File: config.mk
export PLATFORM = sky130hd
export DESIGN_NAME = munoc_aw_burst_splitter
export DESIGN_NICKNAME = d
export VERILOG_FILES = /design/src/rtl/munoc_aw_split_pkg.sv /design/src/rtl/munoc_aw_burst_splitter.sv
export SDC_FILE = /design/constraint.sdc
export NUM_CORES = 1
export LEC_CHECK = 0
export ABC_CLOCK_PERIOD_IN_PS = 6300
export CAP_MARGIN = 15
export CORE_MARGIN = 1.5
export CORE_UTILIZATION = 45
export DETAILED_ROUTE_END_ITERATION = 10
export GPL_TIMING_DRIVEN = 0
export PLACE_DENSITY_LB_ADDON = 0.25
export SLEW_MARGIN = 25
export SYNTH_ARGS = -nofsm -noshare
export SYNTH_HDL_FRONTEND = slang
export SYNTH_SLANG_ARGS = --single-unit
File: constraint.sdc
create_clock -name clk -period 6.3 [get_ports clk]
set_clock_uncertainty 0.15 [all_clocks]
set_input_delay 1.26 -clock clk [delete_from_list [all_inputs] [get_ports clk]]
set_output_delay 1.26 -clock clk [all_outputs]
set_load 0.02 [all_outputs]
File: src/rtl/munoc_aw_split_pkg.sv
// Shared definitions for the AW burst splitter and the B-response merger:
// burst encodings, tracking-entry layout and sub-burst count derivation.
package munoc_aw_split_pkg;

    typedef enum logic [1:0] {
        BURST_FIXED = 2'd0,
        BURST_INCR  = 2'd1,
        BURST_WRAP  = 2'd2
    } burst_e;

    typedef enum logic {
        ST_IDLE  = 1'b0,
        ST_ISSUE = 1'b1
    } split_state_e;

    // AXI4 maximum burst length expressed as len (beats-1).
    localparam int unsigned AXI_MAX_LEN = 255;

    // Minimum count-field width able to hold AXI_MAX_LEN / max_sub_len.
    function automatic int unsigned min_bw_count(input int unsigned max_sub_len);
        return (AXI_MAX_LEN / max_sub_len) < 2 ? 1 : $clog2((AXI_MAX_LEN / max_sub_len) + 1);
    endfunction

    // Number of sub-bursts minus one; WRAP bursts are never split.
    // The tracking entry is laid out as {id, sub_count}.
    function automatic logic [7:0] sub_count(input logic [7:0] len,
                                             input logic [1:0] burst,
                                             input int unsigned shift);
        return (burst == BURST_WRAP) ? 8'd0 : (len >> shift);
    endfunction

endpackage

File: src/rtl/munoc_aw_burst_splitter.sv
// Splits upstream AW bursts into sub-bursts of at most MAX_SUB_LEN beats and
// pushes one tracking entry per accepted AW so B responses can be merged.
module munoc_aw_burst_splitter
    import munoc_aw_split_pkg::*;
#(
    parameter int BW_ADDR     = 32,
    parameter int BW_ID       = 8,
    parameter int MAX_SUB_LEN = 16,
    parameter int BW_COUNT    = 8
) (
    input  logic                      clk,
    input  logic                      rst,
    input  logic                      s_awvalid,
    output logic                      s_awready,
    input  logic [BW_ID-1:0]          s_awid,
    input  logic [BW_ADDR-1:0]        s_awaddr,
    input  logic [7:0]                s_awlen,
    input  logic [2:0]                s_awsize,
    input  logic [1:0]                s_awburst,
    output logic                      m_awvalid,
    input  logic                      m_awready,
    output logic [BW_ID-1:0]          m_awid,
    output logic [BW_ADDR-1:0]        m_awaddr,
    output logic [7:0]                m_awlen,
    output logic [2:0]                m_awsize,
    output logic [1:0]                m_awburst,
    output logic                      trk_valid,
    input  logic                      trk_ready,
    output logic [BW_ID+BW_COUNT-1:0] trk_data
);

    localparam int unsigned SHIFT   = $clog2(MAX_SUB_LEN);
    localparam logic [7:0]  SUB_MAX = 8'(MAX_SUB_LEN - 1);
    localparam logic [7:0]  SUB_LEN = 8'(MAX_SUB_LEN);

    split_state_e        state_q, state_d;
    logic [BW_ID-1:0]    id_q, id_d;
    logic [BW_ADDR-1:0]  addr_q, addr_d;
    logic [2:0]          size_q, size_d;
    logic [1:0]          burst_q, burst_d;
    logic [7:0]          rem_q, rem_d;
    logic                last_sub;

    // Final sub-burst: the remainder fits, or the burst is a WRAP pass-through.
    assign last_sub = (rem_q <= SUB_MAX) || (burst_q == BURST_WRAP);

    // Registered fields drive the downstream channel directly so they hold
    // steady under backpressure.
    assign m_awid    = id_q;
    assign m_awaddr  = addr_q;
    assign m_awsize  = size_q;
    assign m_awburst = burst_q;
    assign m_awlen   = last_sub ? rem_q : SUB_MAX;
    assign trk_data  = {s_awid, BW_COUNT'(sub_count(s_awlen, s_awburst, SHIFT))};

    // Next-state and handshake logic.
    always_comb begin
        state_d   = state_q;
        id_d      = id_q;
        addr_d    = addr_q;
        size_d    = size_q;
        burst_d   = burst_q;
        rem_d     = rem_q;
        s_awready = 1'b0;
        trk_valid = 1'b0;
        m_awvalid = 1'b0;
        unique case (state_q)
            ST_IDLE: begin
                // Reset holds the upstream handshake closed even though the
                // state already reads IDLE.
                s_awready = trk_ready & ~rst;
                trk_valid = s_awvalid & ~rst;
                if (s_awvalid && trk_ready) begin
                    id_d    = s_awid;
                    addr_d  = s_awaddr;
                    size_d  = s_awsize;
                    burst_d = s_awburst;
                    rem_d   = s_awlen;
                    state_d = ST_ISSUE;
                end
            end
            ST_ISSUE: begin
                m_awvalid = 1'b1;
                if (m_awready) begin
                    if (last_sub) begin
                        state_d = ST_IDLE;
                    end else begin
                        rem_d = rem_q - SUB_LEN;
                        if (burst_q == BURST_INCR)
                            addr_d = addr_q + (BW_ADDR'(MAX_SUB_LEN) << size_q);
                    end
                end
            end
            default: state_d = ST_IDLE;
        endcase
    end

    // State and captured request fields.
    always_ff @(posedge clk or posedge rst) begin
        if (rst) begin
            state_q <= ST_IDLE;
            id_q    <= '0;
            addr_q  <= '0;
            size_q  <= '0;
            burst_q <= '0;
            rem_q   <= '0;
        end else begin
            state_q <= state_d;
            id_q    <= id_d;
            addr_q  <= addr_d;
            size_q  <= size_d;
            burst_q <= burst_d;
            rem_q   <= rem_d;
        end
    end

endmodule
==> results.yml <==
status:
  run_status: "finished, final reports clean"
power_and_ir_drop:
  irDropWorstVdd_v: 0.0002519
  cellPowerDensity_nw_per_um2: 496.3
  power_frac_comb_pct: 63.1
  leakagePower_uw: 0.002176
  pwr-share-seq_pct: 27.4
  p_int_uw: 1298
  p_clk_share_pct: 9.4
  switchingPower_uw: 1201
  swShare_pct: 48.05
sta:
  relSlewSlack_pct: 58.12
  setup_viol: 0
  rsz0062_at_grt: "no"
  setup_ws_ns: 1.879
  final_hold_viol_count: 0
  post-route-period-util_pct: 70.17
  drv_slew: 0
  worst_pin_slew_ns: 0.6281
  fmax_mhz: 226.2
  period_needed_ns: 4.421
  setup_tns_ns: 0
final_layout:
  final_nets: 635
  final_common_cell: "clkdlybuf4s50_1"
  multi_input_area_um2: 1948
  final-seq-area_um2: 1351
  final_cells: 669
  area.growth.synth_to_final_pct: 43.19
  design_area_um2: 5036
  diodes: 0
  final.fill_count: 656
  final_cell_mix: "clkdlybuf4s50_1, nand2_1, dfrtp_1"
  drive_above_1_share_pct: 7.231
  final_util_pct: 65.85
placement:
  place_congestion: 0.9425
  portBuffers: 125
  placed_cells: 661
  dp_hpwl_um: 8023
  placed_cell_area_um2: 4930
  place_ws_ns: 1.839
global_routing:
  track_usage_pct: 26.42
  grt_overflow: 0
  grt_first_pass_wirelength_um: 17640
  grt_pass1_vias: 3690
  antenna_found_initial: 0
  grt_max_degree: 38
routing:
  drt_iter0_drc: 251
  dr.pass1.iters: 5
  routed_wl_um: 10700
  vias_per_cell: 5.556
  ant_nets: 0
  post-route-drc-count: 0
  avgRoutedWirePerCell_um: 16.00
  vias: 3717
clocking:
  cts_buffers: 5
  cts_max_path_buffers: 2
  clk_latency_ns: 0.31
  clkSinkCount: 54
  post_cts.repair.setup_buffers: 0
  cts_tree: "yes"
  cts_root_buf: "clkbuf_8"
  clk_pin_slew_ns: 0.09
  post_cts_resized: 0
  cts_htree_levels: 2
  hold_buffers: 0
yosys:
  synthArstFlopShare_pct: 100.0
  synth-edff-count: 0
  yosysSeqAreaShare_pct: 38.42
  synth_cell_types: 57
  synth_cells: 430
  syn_area_per_cell_um2: 8.179
  yosys_warnings: 0
  syn_area_um2: 3517
  ys.flop_type: "dfrtp_1"
  synth_seq_cells: 54
setup_path:
  critPathKind: "input port to output pin"
  worstPathMaxFanout: 37
  r2r-start: "m_awsize[0]$_DFFE_PP0P_"
  cp_data_arrival_time_ns: 3.01
  cp-start-kind: "input port"
  ff2ff_setup_slack_ns: 3.00
  worstSetupStartpoint: "rst"
  endpoint: "s_awready"
  r2r_end: "m_awaddr[24]$_DFFE_PP0N_"
  endpoint_kind: "output pin"
  reg2regPathDepth: 11
  crit_required_ns: 4.89
die:
  io-pin-count: 130
  die_x_um: 91.41
  die-area_um2: 8355
  row_count: 32
  die_h_um: 91.41
  core_um2: 7647
  start_util_pct: 45.99
min_path:
  hp-class: "flip-flop to flip-flop"
  hold_depth: 2
job:
  max-cap-violations: 0
-- area by class of cell --
class,count,share of cell area [%]
buffer,33,3.429
clock buffer,7,1.516
clock inverter,1,0.5963
inverter,15,1.168
multi-input combinational,331,38.68
sequential,54,26.83
tap,102,2.534
timing repair buffer,126,25.24
-- flip-flops by register name, indices dropped and copies added, names as in the netlist --
signal,flops
m_awaddr,32
m_awid,8
rem_q,8
m_awsize,3
m_awburst,2
state_q,1
-- cell families (layout without fill, tap and decap cells) --
group | count (synthesis) | after routing | share of synthesized area, %
adders and majority gates | 11 | 11 | 4.127
buffers and inverters | 48 | 182 | 6.510
muxes | 5 | 5 | 1.423
DFF | 54 | 54 | 38.42
AOI/OAI and AO/OA | 112 | 112 | 21.52
xor gates and xnor gates | 5 | 5 | 1.245
other | 1 | 4 | 0.1066
and+or+nand+nor | 194 | 194 | 26.65
-- Yosys cell counts, types with 4 or more instances --
library cell  instances  area share (%)
nand2b_1              9             1.6
or4_1                 4            0.85
nand3_1              14             2.0
dfrtp_1              54              38
o211ai_1              7             1.5
nor2_1               30             3.2
and2_1                6             1.1
nor3_1                8             1.1
mux2i_1               5             1.4
nand2_1              90             9.6
a22oi_1               6             1.3
o31ai_1               4            0.85
buf_4                12             2.6
and3_1                8             1.4
a21oi_1              39             5.5
ha_1                 10             3.6
clkbuf_1             15             1.6
nand4_1               7             1.2
inv_1                14             1.5
o21ai_0              22             3.1
o22ai_1               5            0.89
-- layer usage --
| metal | up-vias | part of all wire [%] | GRT usage [%] |
|---|---|---|---|
| met1 | 1721 | 40 | 33.56 |
| met3 | 25 | 9.4 | 7.370 |
| li1 | 1779 | - | - |
| met5 | - | 0 | 0 |
| met4 | 0 | 2.7 | 11.07 |
| met2 | 192 | 48 | 42.10 |
-- power groups by stage --
stage	combinational, uW	sequential, uW	clock (uW)
floorplan	803	822	0
global placement	1530	680	0
detailed placement	1560	686	0
CTS	1570	682	238
global route	1720	709	251
finish	1580	686	236
-- worst min path at each step --
stage                            endpoint                  start
global placement    m_awid[2]$_DFFE_PP0P_  m_awid[2]$_DFFE_PP0P_
CTS                 m_awid[5]$_DFFE_PP0P_  m_awid[5]$_DFFE_PP0P_
global route        m_awid[4]$_DFFE_PP0P_  m_awid[4]$_DFFE_PP0P_
detailed placement  m_awid[5]$_DFFE_PP0P_  m_awid[5]$_DFFE_PP0P_
floorplan            rem_q[1]$_DFFE_PP0P_   rem_q[1]$_DFFE_PP0P_
finish              m_awid[0]$_DFFE_PP0P_  m_awid[0]$_DFFE_PP0P_
-- critical path: stages --
cell and delay (ns):
clkdlybuf4s50_1 0.45, inv_4 0.24, buf_12 0.26, and3_1 0.19, clkdlybuf4s50_1 0.60
-- stage by stage --
stage	hold slack, ns	total power, uW
2_1_floorplan	0.3008	1625
3_3_place_gp	0.3064	2209
3_5_place_dp	0.3163	2246
4_1_cts	0.3400	2488
5_1_grt	0.3650	2677
6_report	0.3406	2499
No activity file was read; power rests on OpenSTA's default activity.
